## src/rtl/rle_pkg.sv

```systemverilog
// Shared definitions for the two-requester run-length encoder.
// Holds the default maximum run length, the controller state type and the
// packed token layout that is presented on the m_* output port.
package rle_pkg;

    // Longest run a single token may describe; longer runs are split.
    localparam logic [7:0] MAX_RUN_DEFAULT = 8'd255;

    // Controller states.
    typedef enum logic [1:0] {
        ST_IDLE  = 2'd0,
        ST_RUN   = 2'd1,
        ST_FLUSH = 2'd2
    } state_e;

    // One encoded token: byte value, run length, owning requester, end-of-packet.
    typedef struct packed {
        logic [7:0] data;
        logic [7:0] count;
        logic       src;
        logic       last;
    } token_t;

endpackage

```

## src/rtl/rle_run_acc.sv

```systemverilog
// Run accumulator arithmetic for the RLE encoder.
// Decides whether an incoming byte extends the current run and produces the
// incremented count, saturating so the 8-bit count can never wrap.
// Ports:
//   run_data_i  current run byte value
//   run_cnt_i   current run length
//   byte_i      candidate byte
//   merge_o     1 when byte_i extends the run without exceeding MAX_RUN
//   cnt_inc_o   run_cnt_i + 1, saturated at 8'hFF
module rle_run_acc
    import rle_pkg::*;
#(
    parameter logic [7:0] MAX_RUN = MAX_RUN_DEFAULT
) (
    input  logic [7:0] run_data_i,
    input  logic [7:0] run_cnt_i,
    input  logic [7:0] byte_i,
    output logic       merge_o,
    output logic [7:0] cnt_inc_o
);

    // Merge test and saturating increment.
    always_comb begin
        merge_o = (byte_i == run_data_i) && (run_cnt_i < MAX_RUN);
        if (run_cnt_i == 8'hFF) begin
            cnt_inc_o = 8'hFF;
        end else begin
            cnt_inc_o = run_cnt_i + 8'd1;
        end
    end

endmodule

```

## src/rtl/rle_enc_arbiter.sv

```systemverilog
// Two-requester run-length encoder with packet-level round-robin arbitration.
// A granted requester streams bytes; equal consecutive bytes are merged into
// (data, count) tokens. The grant is held for a whole packet, and the
// round-robin pointer only moves once a packet's final token is issued.
// Ports:
//   clk, rst                          clock, asynchronous active-low reset
//   s0_valid/s0_data/s0_last/s0_ready requester 0 byte stream
//   s1_valid/s1_data/s1_last/s1_ready requester 1 byte stream
//   m_valid/m_data/m_count/m_src/m_last/m_ready  token output stream
//   busy                              high whenever the controller is not idle
module rle_enc_arbiter
    import rle_pkg::*;
#(
    parameter logic [7:0] MAX_RUN = MAX_RUN_DEFAULT
) (
    input  logic       clk,
    input  logic       rst,
    input  logic       s0_valid,
    input  logic [7:0] s0_data,
    input  logic       s0_last,
    output logic       s0_ready,
    input  logic       s1_valid,
    input  logic [7:0] s1_data,
    input  logic       s1_last,
    output logic       s1_ready,
    output logic       m_valid,
    output logic [7:0] m_data,
    output logic [7:0] m_count,
    output logic       m_src,
    output logic       m_last,
    input  logic       m_ready,
    output logic       busy
);

    state_e     state_q, state_d;
    logic       grant_q, grant_d;     // requester owning the current packet
    logic       rr_q, rr_d;           // requester preferred when both are valid
    logic       first_q, first_d;     // no byte of the packet accepted yet
    logic [7:0] run_data_q, run_data_d;
    logic [7:0] run_cnt_q, run_cnt_d;
    token_t     tok_q;
    logic       m_valid_q;

    logic       emit_s;
    token_t     tok_s;
    logic       g_valid_s;
    logic [7:0] g_data_s;
    logic       g_last_s;
    logic       slot_free_s;
    logic       merge_s;
    logic [7:0] cnt_inc_s;

    rle_run_acc #(
        .MAX_RUN (MAX_RUN)
    ) u_run_acc (
        .run_data_i (run_data_q),
        .run_cnt_i  (run_cnt_q),
        .byte_i     (g_data_s),
        .merge_o    (merge_s),
        .cnt_inc_o  (cnt_inc_s)
    );

    // Mux the granted requester's stream; other input is ignored entirely.
    always_comb begin
        if (grant_q) begin
            g_valid_s = s1_valid;
            g_data_s  = s1_data;
            g_last_s  = s1_last;
        end else begin
            g_valid_s = s0_valid;
            g_data_s  = s0_data;
            g_last_s  = s0_last;
        end
        // The output register can take a new token if empty or draining now.
        slot_free_s = !m_valid_q || m_ready;
    end

    // Next-state, run update, ready and token-emission logic.
    always_comb begin
        state_d    = state_q;
        grant_d    = grant_q;
        rr_d       = rr_q;
        first_d    = first_q;
        run_data_d = run_data_q;
        run_cnt_d  = run_cnt_q;
        emit_s     = 1'b0;
        tok_s      = '0;
        s0_ready   = 1'b0;
        s1_ready   = 1'b0;

        case (state_q)
            ST_IDLE: begin
                if (s0_valid || s1_valid) begin
                    // Both valid: take the pointer's choice; else the lone one.
                    grant_d = (s0_valid && s1_valid) ? rr_q : s1_valid;
                    first_d = 1'b1;
                    state_d = ST_RUN;
                end else begin
                    state_d = ST_IDLE;
                end
            end

            ST_RUN: begin
                if (slot_free_s) begin
                    s0_ready = !grant_q;
                    s1_ready = grant_q;
                end else begin
                    s0_ready = 1'b0;
                    s1_ready = 1'b0;
                end

                if (g_valid_s && slot_free_s) begin
                    tok_s.src = grant_q;
                    if (first_q) begin
                        first_d    = 1'b0;
                        run_data_d = g_data_s;
                        run_cnt_d  = 8'd1;
                        if (g_last_s) begin
                            emit_s      = 1'b1;
                            tok_s.data  = g_data_s;
                            tok_s.count = 8'd1;
                            tok_s.last  = 1'b1;
                            rr_d        = !grant_q;
                            state_d     = ST_IDLE;
                        end else begin
                            emit_s = 1'b0;
                        end
                    end else if (merge_s) begin
                        run_cnt_d = cnt_inc_s;
                        if (g_last_s) begin
                            emit_s      = 1'b1;
                            tok_s.data  = run_data_q;
                            tok_s.count = cnt_inc_s;
                            tok_s.last  = 1'b1;
                            rr_d        = !grant_q;
                            state_d     = ST_IDLE;
                        end else begin
                            emit_s = 1'b0;
                        end
                    end else begin
                        // Differing byte or saturated run: close the old run.
                        emit_s      = 1'b1;
                        tok_s.data  = run_data_q;
                        tok_s.count = run_cnt_q;
                        tok_s.last  = 1'b0;
                        run_data_d  = g_data_s;
                        run_cnt_d   = 8'd1;
                        if (g_last_s) begin
                            state_d = ST_FLUSH;
                        end else begin
                            state_d = ST_RUN;
                        end
                    end
                end else begin
                    state_d = ST_RUN;
                end
            end

            ST_FLUSH: begin
                if (slot_free_s) begin
                    emit_s      = 1'b1;
                    tok_s.data  = run_data_q;
                    tok_s.count = run_cnt_q;
                    tok_s.src   = grant_q;
                    tok_s.last  = 1'b1;
                    rr_d        = !grant_q;
                    state_d     = ST_IDLE;
                end else begin
                    state_d = ST_FLUSH;
                end
            end

            default: begin
                state_d = ST_IDLE;
            end
        endcase
    end

    // Controller, arbitration and run state registers.
    always_ff @(posedge clk or negedge rst) begin
        if (!rst) begin
            state_q    <= ST_IDLE;
            grant_q    <= 1'b0;
            rr_q       <= 1'b0;
            first_q    <= 1'b0;
            run_data_q <= 8'd0;
            run_cnt_q  <= 8'd0;
        end else begin
            state_q    <= state_d;
            grant_q    <= grant_d;
            rr_q       <= rr_d;
            first_q    <= first_d;
            run_data_q <= run_data_d;
            run_cnt_q  <= run_cnt_d;
        end
    end

    // Output token register: load on emit, hold while stalled, clear on drain.
    always_ff @(posedge clk or negedge rst) begin
        if (!rst) begin
            tok_q     <= '0;
            m_valid_q <= 1'b0;
        end else if (emit_s) begin
            tok_q     <= tok_s;
            m_valid_q <= 1'b1;
        end else if (m_ready) begin
            m_valid_q <= 1'b0;
        end else begin
            m_valid_q <= m_valid_q;
        end
    end

    assign m_valid = m_valid_q;
    assign m_data  = tok_q.data;
    assign m_count = tok_q.count;
    assign m_src   = tok_q.src;
    assign m_last  = tok_q.last;
    assign busy    = (state_q != ST_IDLE);

endmodule

```

## config.mk

```make
export PLATFORM = sky130hd
export DESIGN_NAME = rle_enc_arbiter
export DESIGN_NICKNAME = d
export VERILOG_FILES = /design/src/rtl/rle_pkg.sv /design/src/rtl/rle_run_acc.sv /design/src/rtl/rle_enc_arbiter.sv
export SDC_FILE = /design/constraint.sdc
export NUM_CORES = 1
export LEC_CHECK = 0
export CORE_MARGIN = 3
export CORE_UTILIZATION = 35
export DETAILED_ROUTE_END_ITERATION = 10
export MAX_ROUTING_LAYER = met4
export SLEW_MARGIN = 5
export SYNTH_ARGS = -nofsm -noshare
export SYNTH_HDL_FRONTEND = slang
export SYNTH_HIERARCHICAL = 1
export SYNTH_SLANG_ARGS = --single-unit
```

## constraint.sdc

```tcl
create_clock -name clk -period 2.67 [get_ports clk]
set_input_delay 0.267 -clock clk [delete_from_list [all_inputs] [get_ports clk]]
set_output_delay 0.267 -clock clk [all_outputs]
set_load 0.005 [all_outputs]
```

Word level (Yosys, flattened, before mapping)
Cells that the tools add are included.
W data, S select, Z words.
{ "word_totals": {"reg_bits": 40, "wordCells": 86, "out_inout_bits": 22, "input_bits": 23} }
{ "op_classes": {"eq_ne": 9, "mux": 47, "n_reduce_logical": 17, "n_addsub": 1, "magnitude_cmp": 1} }
{ "ops": {"columns": ["operator", "count"], "rows": [
  ["$mux W16", 4],
  ["$mux W8", 6],
  ["$mux W18", 2],
  ["$pmux W18 S2", 1],
  ["$mux W1", 24],
  ["$mux W2", 6],
  ["$add A8 B1 Y8 const B", 1],
  ["$eq A8 B8 Y1", 1],
  ["$eq A8 B8 Y1 const B", 1],
  ["$lt A8 B8 Y1 const B", 1],
  ["$ne A2 B2 Y1 const B", 4],
  ["$reduce_bool A2 Y1", 4],
  ["$pmux W1 S2", 3],
  ["$pmux W2 S3", 1],
  ["$reduce_and A3 Y1", 2],
  ["$reduce_and A2 Y1", 2],
  ["$reduce_and A4 Y1", 1],
  ["$logic_and A1 B1 Y1", 3],
  ["$ne A3 B3 Y1 const B", 1],
  ["$eq A2 B1 Y1 const B", 1],
  ["$eq A2 B2 Y1 const B", 1],
  ["$logic_not A1 Y1", 2],
  ["$logic_not A2 Y1", 1],
  ["$logic_or A1 B1 Y1", 2]
]} }

Logic depth before layout (Yosys ltp)
Gate-level depths: netlist of run 1.
{ "depth": {"depth_word": 8, "mapped_depth": 14, "mapped_depth_nobuf": 10} }

By module
The synthesis of run 1 kept the hierarchy.
{ "modules_own_cells": {"columns": ["module", "area_each_um2", "cells_each", "seq_area_each_um2", "n_inst"], "rows": [
  ["rle_enc_arbiter", 2189.6, 230, 1001.0, 1],
  ["rle_run_acc", 259.0, 38, 0.0, 1]
]} }

Worst setup path after synthesis of run 1
OpenSTA, ideal clock, no wires.
{ "synth_timing": {"path_kind": "reg2reg", "start": "register grant_q", "end": "register tok_q, in the netlist m_count[0]", "path_stages_with_launch": 15, "path_buffers": 4, "t_required_ns": 2.535, "arrival_time_ns": 2.776, "path_slack_ns": -0.241, "setup_time_ns": 0.135, "synth_period_minus_slack_ns": 2.911, "cell_sequence": "dfrtp_1 buf_4 clkbuf_1 mux2i_1 inv_1 xor2_1 nor4_1 and3_1 buf_6 or2_4 a2111oi_4 o21ai_2 buf_2 nand2_1 o21ai_0"} }
{ "synth_between": {"elab_chain_len": 7, "word_cells_on_any_way": 17, "classes_between": "eq/ne (1); mux (14); reduce/logical (2)"} }
{ "synth_lines": {"columns": ["item", "line", "text"], "rows": [
  ["start: declaration", "rle_enc_arbiter.sv:36", "logic grant_q, grant_d;"],
  ["start signal: assignment", "rle_enc_arbiter.sv:190", "grant_q <= grant_d;"],
  ["$mux W8 (*)", "rle_enc_arbiter.sv:65", "if (grant_q) begin"],
  ["via g_data_s[6]", "rle_enc_arbiter.sv:47", "logic [7:0] g_data_s;"],
  ["$eq A8 B8 Y1 (*)", "rle_run_acc.sv:24", "merge_o = (byte_i == run_data_i) && (run_cnt_i < MAX_RUN);"],
  ["$logic_and A1 B1 Y1 (*)", "rle_run_acc.sv:24", null],
  ["via merge_s", "rle_enc_arbiter.sv:50", "logic merge_s;"],
  ["$mux W16 / $mux W1 (equally long branches)", "rle_enc_arbiter.sv:128", "end else if (merge_s) begin"],
  ["$mux W16 / $mux W1 (equally long branches)", "rle_enc_arbiter.sv:114", "if (first_q) begin"],
  ["$mux W18 / $mux W1 (equally long branches)", "rle_enc_arbiter.sv:112", "if (g_valid_s && slot_free_s) begin"],
  ["$pmux W18 S2 / $pmux W1 S2 (equally long branches)", "rle_enc_arbiter.sv:91", "case (state_q)"],
  ["end signal: assignment", "rle_enc_arbiter.sv:204", "tok_q <= tok_s;"],
  ["end: declaration", "rle_enc_arbiter.sv:41", "token_t tok_q;"]
]} }
The timed path passes the listed nets; every way through them passes the cells marked *.
A chain may end at the register's enable or synchronous reset.

Worst setup path after layout of run 1
{ "layout_timing": {"start": "register grant_q", "end": "register tok_q, in the netlist m_data[2]"} }
Same word-level chain as after synthesis.

==> out/metrics.cfg, run 1 <==
[outcome]
status = completed

[logic_synthesis]
synth_top_area_share = 0.409
async_reset_ff_frac = 1.00
seq_area_frac_synth = 0.409
yosys_warnings = 6
syn_nets = 296
synth_edf_count = 0
synthCells = 268
synth_most_common_cell = dfrtp_1
yosys.cell_types.count = 47
yosysTopAreaCell = dfrtp_1
synth.avg_cell_area_sq_um = 9.14
ys.flop_type = dfrtp_1
ys_seq_elements = 40
yosys-top-cells-count = dfrtp_1, o21ai_0, nand2_1
synth_area_sq_um = 2450
synthTopCellsByArea = dfrtp_1, o21ai_0, a2bb2oi_2, mux2i_1, nand2_1

[flow_run]
drv_cap = 0

[power]
p_leak_uw = 0.00137
p_comb_frac = 0.582
power.density_nw_per_um2 = 1010
p_int_uw = 2130
clkPwrFrac = 0.143
vdd_drop_max_mv = 0.437
switching_share = 0.392
power.total_uw = 3510
seqPwrFrac = 0.276
p_sw_uw = 1380

[cells_and_area]
num_antenna_cells = 0
drive_above_1_share = 0.238
area_delta_synth_final_pct = 41.5
finalNetCount = 359
postLayoutCellArea_sq_um = 3460
utilization = 0.528

[worst_setup_path]
arrival_ns = 2.90
start_kind = flip-flop
r2r_cells = 13
critPathMaxFanout = 5
reg2reg_to = m_data[2]
end_kind = flip-flop
r2r_setup_slack_ns = 0.002
crit_type = reg -> reg
required_ns = 2.90
worstReg2RegStart = grant_q

[die]
core-area_sq_um = 6570
rows = 29
die_y_microns = 89.6
die-area_sq_um = 8040
die_w_microns = 89.6
io_pins = 45
initial_core_util = 0.373

[cts]
numCtsBuffers = 5
clk_latency_ns = 0.29
clock-sinks = 40
path_clk_slew_ns = 0.08
cts_max_level = 2
clockBufferDepth = 2
cts_tree = done
cts_root_buffer = clkbuf_8
hold_buffers = 0

[timing]
finalHoldViolations = 0
fin_crit_ns = 2.67
slew_headroom = 0.380
fmax_ghz = 0.375
worst-slew-pin-transition_ns = 0.929
setup_ws_ns = 0.00227
clock_skew_ns = 0.00379
setup_violations = 0
rsz0062_at_grt = yes
slew_viol_final = 0
finalCritPeriodShare = 0.999

[grt]
grt_max_degree = 41
grt_pass1_vias = 2119
grt_usage = 0.173
antenna_found_initial = 0
grt_pass1_wl_mm = 10.4
grt_overflow = 0

[routing]
drc = 0
vias = 2204
routed_wl_mm = 6.58
drtPass1Iterations = 5
via_per_inst = 5.19
dr.first_iter.drc_count = 182
drtAntennaViolNets = 0
post_drt_wl_per_cell_microns = 15.5

[placement]
placed_cell_area_sq_um = 3110
gp_congestion = 0.830
place_ws_ns = -0.114
hpwlAfterDp_mm = 4.56
io_buffers = 44

[hold_path]
min_path_type = in -> async

[state kept, by name (all words and copies together) (netlist names)]
register    count
grant_q         1
m_valid         1
m_data          8
run_data_q      8
m_src           1
m_count         8
state_q         2
rr_q            1
run_cnt_q       8
first_q         1
m_last          1
[logic make-up after synthesis]
| kind of cell | synth area share |
|---|---|
| AOI/OAI and AO/OA | 0.250 |
| buffers and inverters | 0.0639 |
| xor gates and xnor gates | 0.0322 |
| DFF | 0.409 |
| and+or+nand+nor | 0.162 |
| adders and majority gates | 0.0255 |
| muxes | 0.0572 |
[worst max-delay path: stages, from the launching register on]
cell and delay, ns:
dfrtp_2 0.43, buf_12 0.16, mux2i_4 0.25, inv_2 0.06, xor2_2 0.15, nor4_2 0.08, and3_1 0.19, or2_4 0.26
a2111oi_4 0.31, buf_4 0.20, nor2_4 0.06, nor2b_4 0.16, buf_6 0.14, a2bb2oi_2 0.13
[per-stage QoR]
step	instances	hold slack (ns)	setup TNS, ns
final	425	0.107	0
after global routing	425	0.160	-1.51
after CTS	422	0.138	0
after detailed placement	412	0.464	-0.889
after global placement	412	0.461	-0.565
after floorplan	268	-0.0286	0
[area by class of cell]
cell class                 count  area [sq um]
sequential                    40          1000
clock inverter                 3          42.5
inverter                      22          82.6
fill                         591          3100
multi-input combinational    194          1470
tap                           93           116
timing repair buffer          68           683
clock buffer                   5          68.8
[power groups by stage]
stage | clock network [uW] | logic [uW] | registers (uW)
6_report | 501 | 2040 | 967
5_1_grt | 559 | 2210 | 993
2_1_floorplan | 0 | 1100 | 934
4_1_cts | 518 | 1810 | 954
3_3_place_gp | 0 | 1710 | 964
3_5_place_dp | 0 | 1720 | 964
[repair_timing]
action,4_1_cts,5_1_grt
cloned,0,3
pin swaps,0,10
setup buffers,2,0
setup endpoints to repair,9,20
gates resized for setup,7,37
[worst max-delay path by stage]
| stage | slack [ns] | cells after the start | to | startpoint |
|---|---|---|---|---|
| CTS | 0.003 | 13 | m_data[5] | grant_q |
| global placement | -0.08 | 12 | m_data[5] | s1_data[1] |
| detailed placement | -0.11 | 12 | m_data[5] | s1_data[1] |
| finish | 0.002 | 13 | m_data[2] | grant_q |
| floorplan | 0.001 | 14 | m_count[0] | grant_q |
| global route | -0.12 | 13 | m_data[5] | grant_q |
[routing by layer]
layer | track usage | vias to the layer above | share of wire
li1 | - | 1077 | -
met3 | 0.0301 | 7 | 0.038
met5 | - | - | 0
met1 | 0.239 | 1063 | 0.49
met2 | 0.259 | 57 | 0.46
met4 | 0.0541 | 0 | 0.013
[cell usage in the layout, fill, tap and decap left out, types with 2 or more instances in the layout]
master            n
a21oi_1          16
a22oi_1           8
a2bb2oi_2         8
a31oi_1           3
and3_1            2
buf_12            2
buf_4            18
buf_6             2
clkbuf_16         2
clkbuf_8          5
clkdlybuf4s50_1  43
dfrtp_1          39
ha_1              5
inv_1            19
inv_2             3
mux2i_1           2
mux2i_2           2
mux2i_4           7
nand2_1          22
nand2_2           3
nand2b_1          2
nand3_1          11
nor2_1           17
nor2_2            2
nor2_4            2
nor2b_1           3
nor3_1            4
o21a_1            8
o21ai_0          19
o21ai_1           3
o21ai_2           5
o22ai_1           7
o31ai_1           2
or3_1             2
xor2_1            5
xor2_2            3
Power figures use the tool's default switching activity.
==> run 2, diff against run 1 <==
- GPL_TIMING_DRIVEN: not set -> 0
- SETUP_SLACK_MARGIN: not set -> 0.02
- SKIP_LAST_GASP: not set -> 1
==> out/metrics.cfg, run 2 (synthesis results as in run 1) <==
[power]
clkPwrFrac = 0.166  ; +0.023
switching_share = 0.383  ; -0.00954
p_leak_uw = 0.00138  ; +0.64%
p_sw_uw = 1370  ; -0.85%
power.density_nw_per_um2 = 1020  ; +1.0%
seqPwrFrac = 0.266  ; -0.010
p_int_uw = 2200  ; +3.2%
vdd_drop_max_mv = 0.417  ; -4.6%
p_comb_frac = 0.568  ; -0.014
power.total_uw = 3570  ; +1.6%

[cells_and_area]
final_common_cell = clkdlybuf4s50_1
num_antenna_cells = 0  ; unchanged
layout_common_cells = clkdlybuf4s50_1, dfrtp_1, o21ai_0
area_delta_synth_final_pct = 42.4
postLayoutCellArea_sq_um = 3490  ; +0.61%
finalNetCount = 366  ; +1.9%
finalNonFillerCells = 431  ; +1.4%
drive_above_1_share = 0.234  ; -0.00422
fillers = 614  ; +3.9%

[worst_setup_path]
arrival_ns = 2.93  ; +0.03 ns
end_kind = flip-flop
critPathMaxFanout = 8  ; +3
cp_slowest_cell = dfrtp_1
required_ns = 2.90  ; about the same
path_common_cell = buf_6
path_delay_family = simple AND/OR/NAND/NOR gates
start_kind = flip-flop
path_cells = buf_6, clkbuf_16, mux2i_4, inv_1, xor2_1, nor4_1, and3_4, or2_4, a2111oi_4, buf_6, nor2_4, nor2b_2, buf_6, a2bb2oi_2
critical-path-max-stage-delay_ns = 0.38  ; -0.05 ns
path_buf_inv = 5  ; +1
crit_type = reg -> reg

[grt]
grt_usage = 0.185  ; +0.0120
antenna_found_initial = 0  ; unchanged
grt_pass1_vias = 2210  ; +4.3%
grt_overflow = 0  ; unchanged
grt_pass1_wl_mm = 11.0  ; +5.3%
grt_max_degree = 29  ; -29%

[timing]
fmax_ghz = 0.369  ; -1.5%
whs_ns = 0.408  ; +0.301 ns
fin_crit_ns = 2.71  ; +0.0397 ns
slew_headroom = 0.526  ; +0.146
setup_violations = 8  ; +8
clock_skew_ns = 0.00637  ; +0.00258 ns
slew_viol_final = 0  ; unchanged
finalHoldViolations = 0  ; unchanged
setup_ws_ns = -0.0375  ; -0.0397 ns
worst-slew-pin-transition_ns = 0.710  ; -0.219 ns
rsz0062_at_grt = yes
finalCritPeriodShare = 1.01  ; +0.0149

[routing]
drc = 0  ; unchanged
drtAntennaViolNets = 0  ; unchanged
vias = 2209  ; +0.23%
drtPass1Iterations = 4  ; -1
via_per_inst = 5.13  ; -1.2%
routed_wl_mm = 6.75  ; +2.6%
dr.first_iter.drc_count = 145  ; -20%
post_drt_wl_per_cell_microns = 15.7  ; +1.2%

[placement]
hpwlAfterDp_mm = 4.71  ; +3.5%
dp.cells = 406  ; -1.5%
gp_congestion = 0.846  ; +1.9%
place_ws_ns = -0.502  ; -0.388 ns
placed_cell_area_sq_um = 3040  ; -2.3%
io_buffers = 44  ; unchanged

[cts]
clk_latency_ns = 0.29  ; about the same
clockBufferDepth = 2  ; unchanged
path_clk_slew_ns = 0.08  ; about the same
numCtsBuffers = 5  ; unchanged
clock-sinks = 40  ; unchanged
cts_max_level = 2  ; unchanged
cts_tree = done
cts_root_buffer = clkbuf_8

[outcome]
violations = negative setup slack
status = finished with violations

[flow_run]
drv_cap = 0  ; unchanged

[die]
core-area_sq_um = 6570  ; unchanged
die_y_microns = 89.6  ; unchanged
io_pins = 45  ; unchanged
die-area_sq_um = 8040  ; unchanged
initial_core_util = 0.373  ; unchanged
die_w_microns = 89.6  ; unchanged
rows = 29  ; unchanged

[hold_path]
min_path_type = in -> async

[run 2: metal layers]
layer | global-route usage | routed length [microns] | vias up
met5 | - | 0 | -
met1 | 0.241 | 3030 | 1055
li1 | - | - | 1087
met3 | 0.0338 | 304 | 12
met2 | 0.289 | 3280 | 55
met4 | 0.0636 | 131 | 0
[run 2: power by group through the flow]
stage / logic, uW / clock network (uW) / registers, uW
2_1_floorplan: 1110 / 0 / 934
3_3_place_gp: 1650 / 0 / 945
3_5_place_dp: 1670 / 0 / 952
4_1_cts: 1970 / 603 / 943
5_1_grt: 2220 / 629 / 979
6_report: 2030 / 591 / 950
[run 2: area by class of cell]
class / instances / area (sq um) / share of cell area
inverter: 22 / 82.6 / 0.0237
tap: 93 / 116 / 0.0334
timing repair buffer: 64 / 616 / 0.177
buffer: 11 / 97.6 / 0.0280
sequential: 40 / 1000 / 0.287
clock inverter: 2 / 60.1 / 0.0172
clock buffer: 5 / 68.8 / 0.0197
multi-input combinational: 194 / 1440 / 0.414
[run 2: timing repair]
| item | 4_1_cts | 5_1_grt |
|---|---|---|
| hold buffers | 1 | 0 |
| gates cloned | 2 | 0 |
| setup endpoints to repair | 35 | 35 |
| endpoints found under the hold margin | 12 | 0 |
| pin swaps | 17 | 6 |
| resized for setup | 36 | 15 |
| setup buffers | 15 | 2 |
[run 2: worst paths after layout]
kind	depth (start not counted)	slack, ns	to	from
min	2	0.41	m_count[6]	rst
min in group clk	2	0.49	rr_q	rr_q
min reg2reg	2	0.49	rr_q	rr_q
max in group asynchronous	3	1.80	grant_q	rst
max	14	-0.04	m_data[6]	grant_q
max reg2reg	14	-0.04	m_data[6]	grant_q
[run 2: metrics by stage]
step	setup TNS (ns)	util
final	-0.234	0.531
after floorplan	0	-
after detailed placement	-12.13	0.463
after global placement	-11.01	0.460
after global routing	-2.10	0.531
after CTS	-2.17	0.522
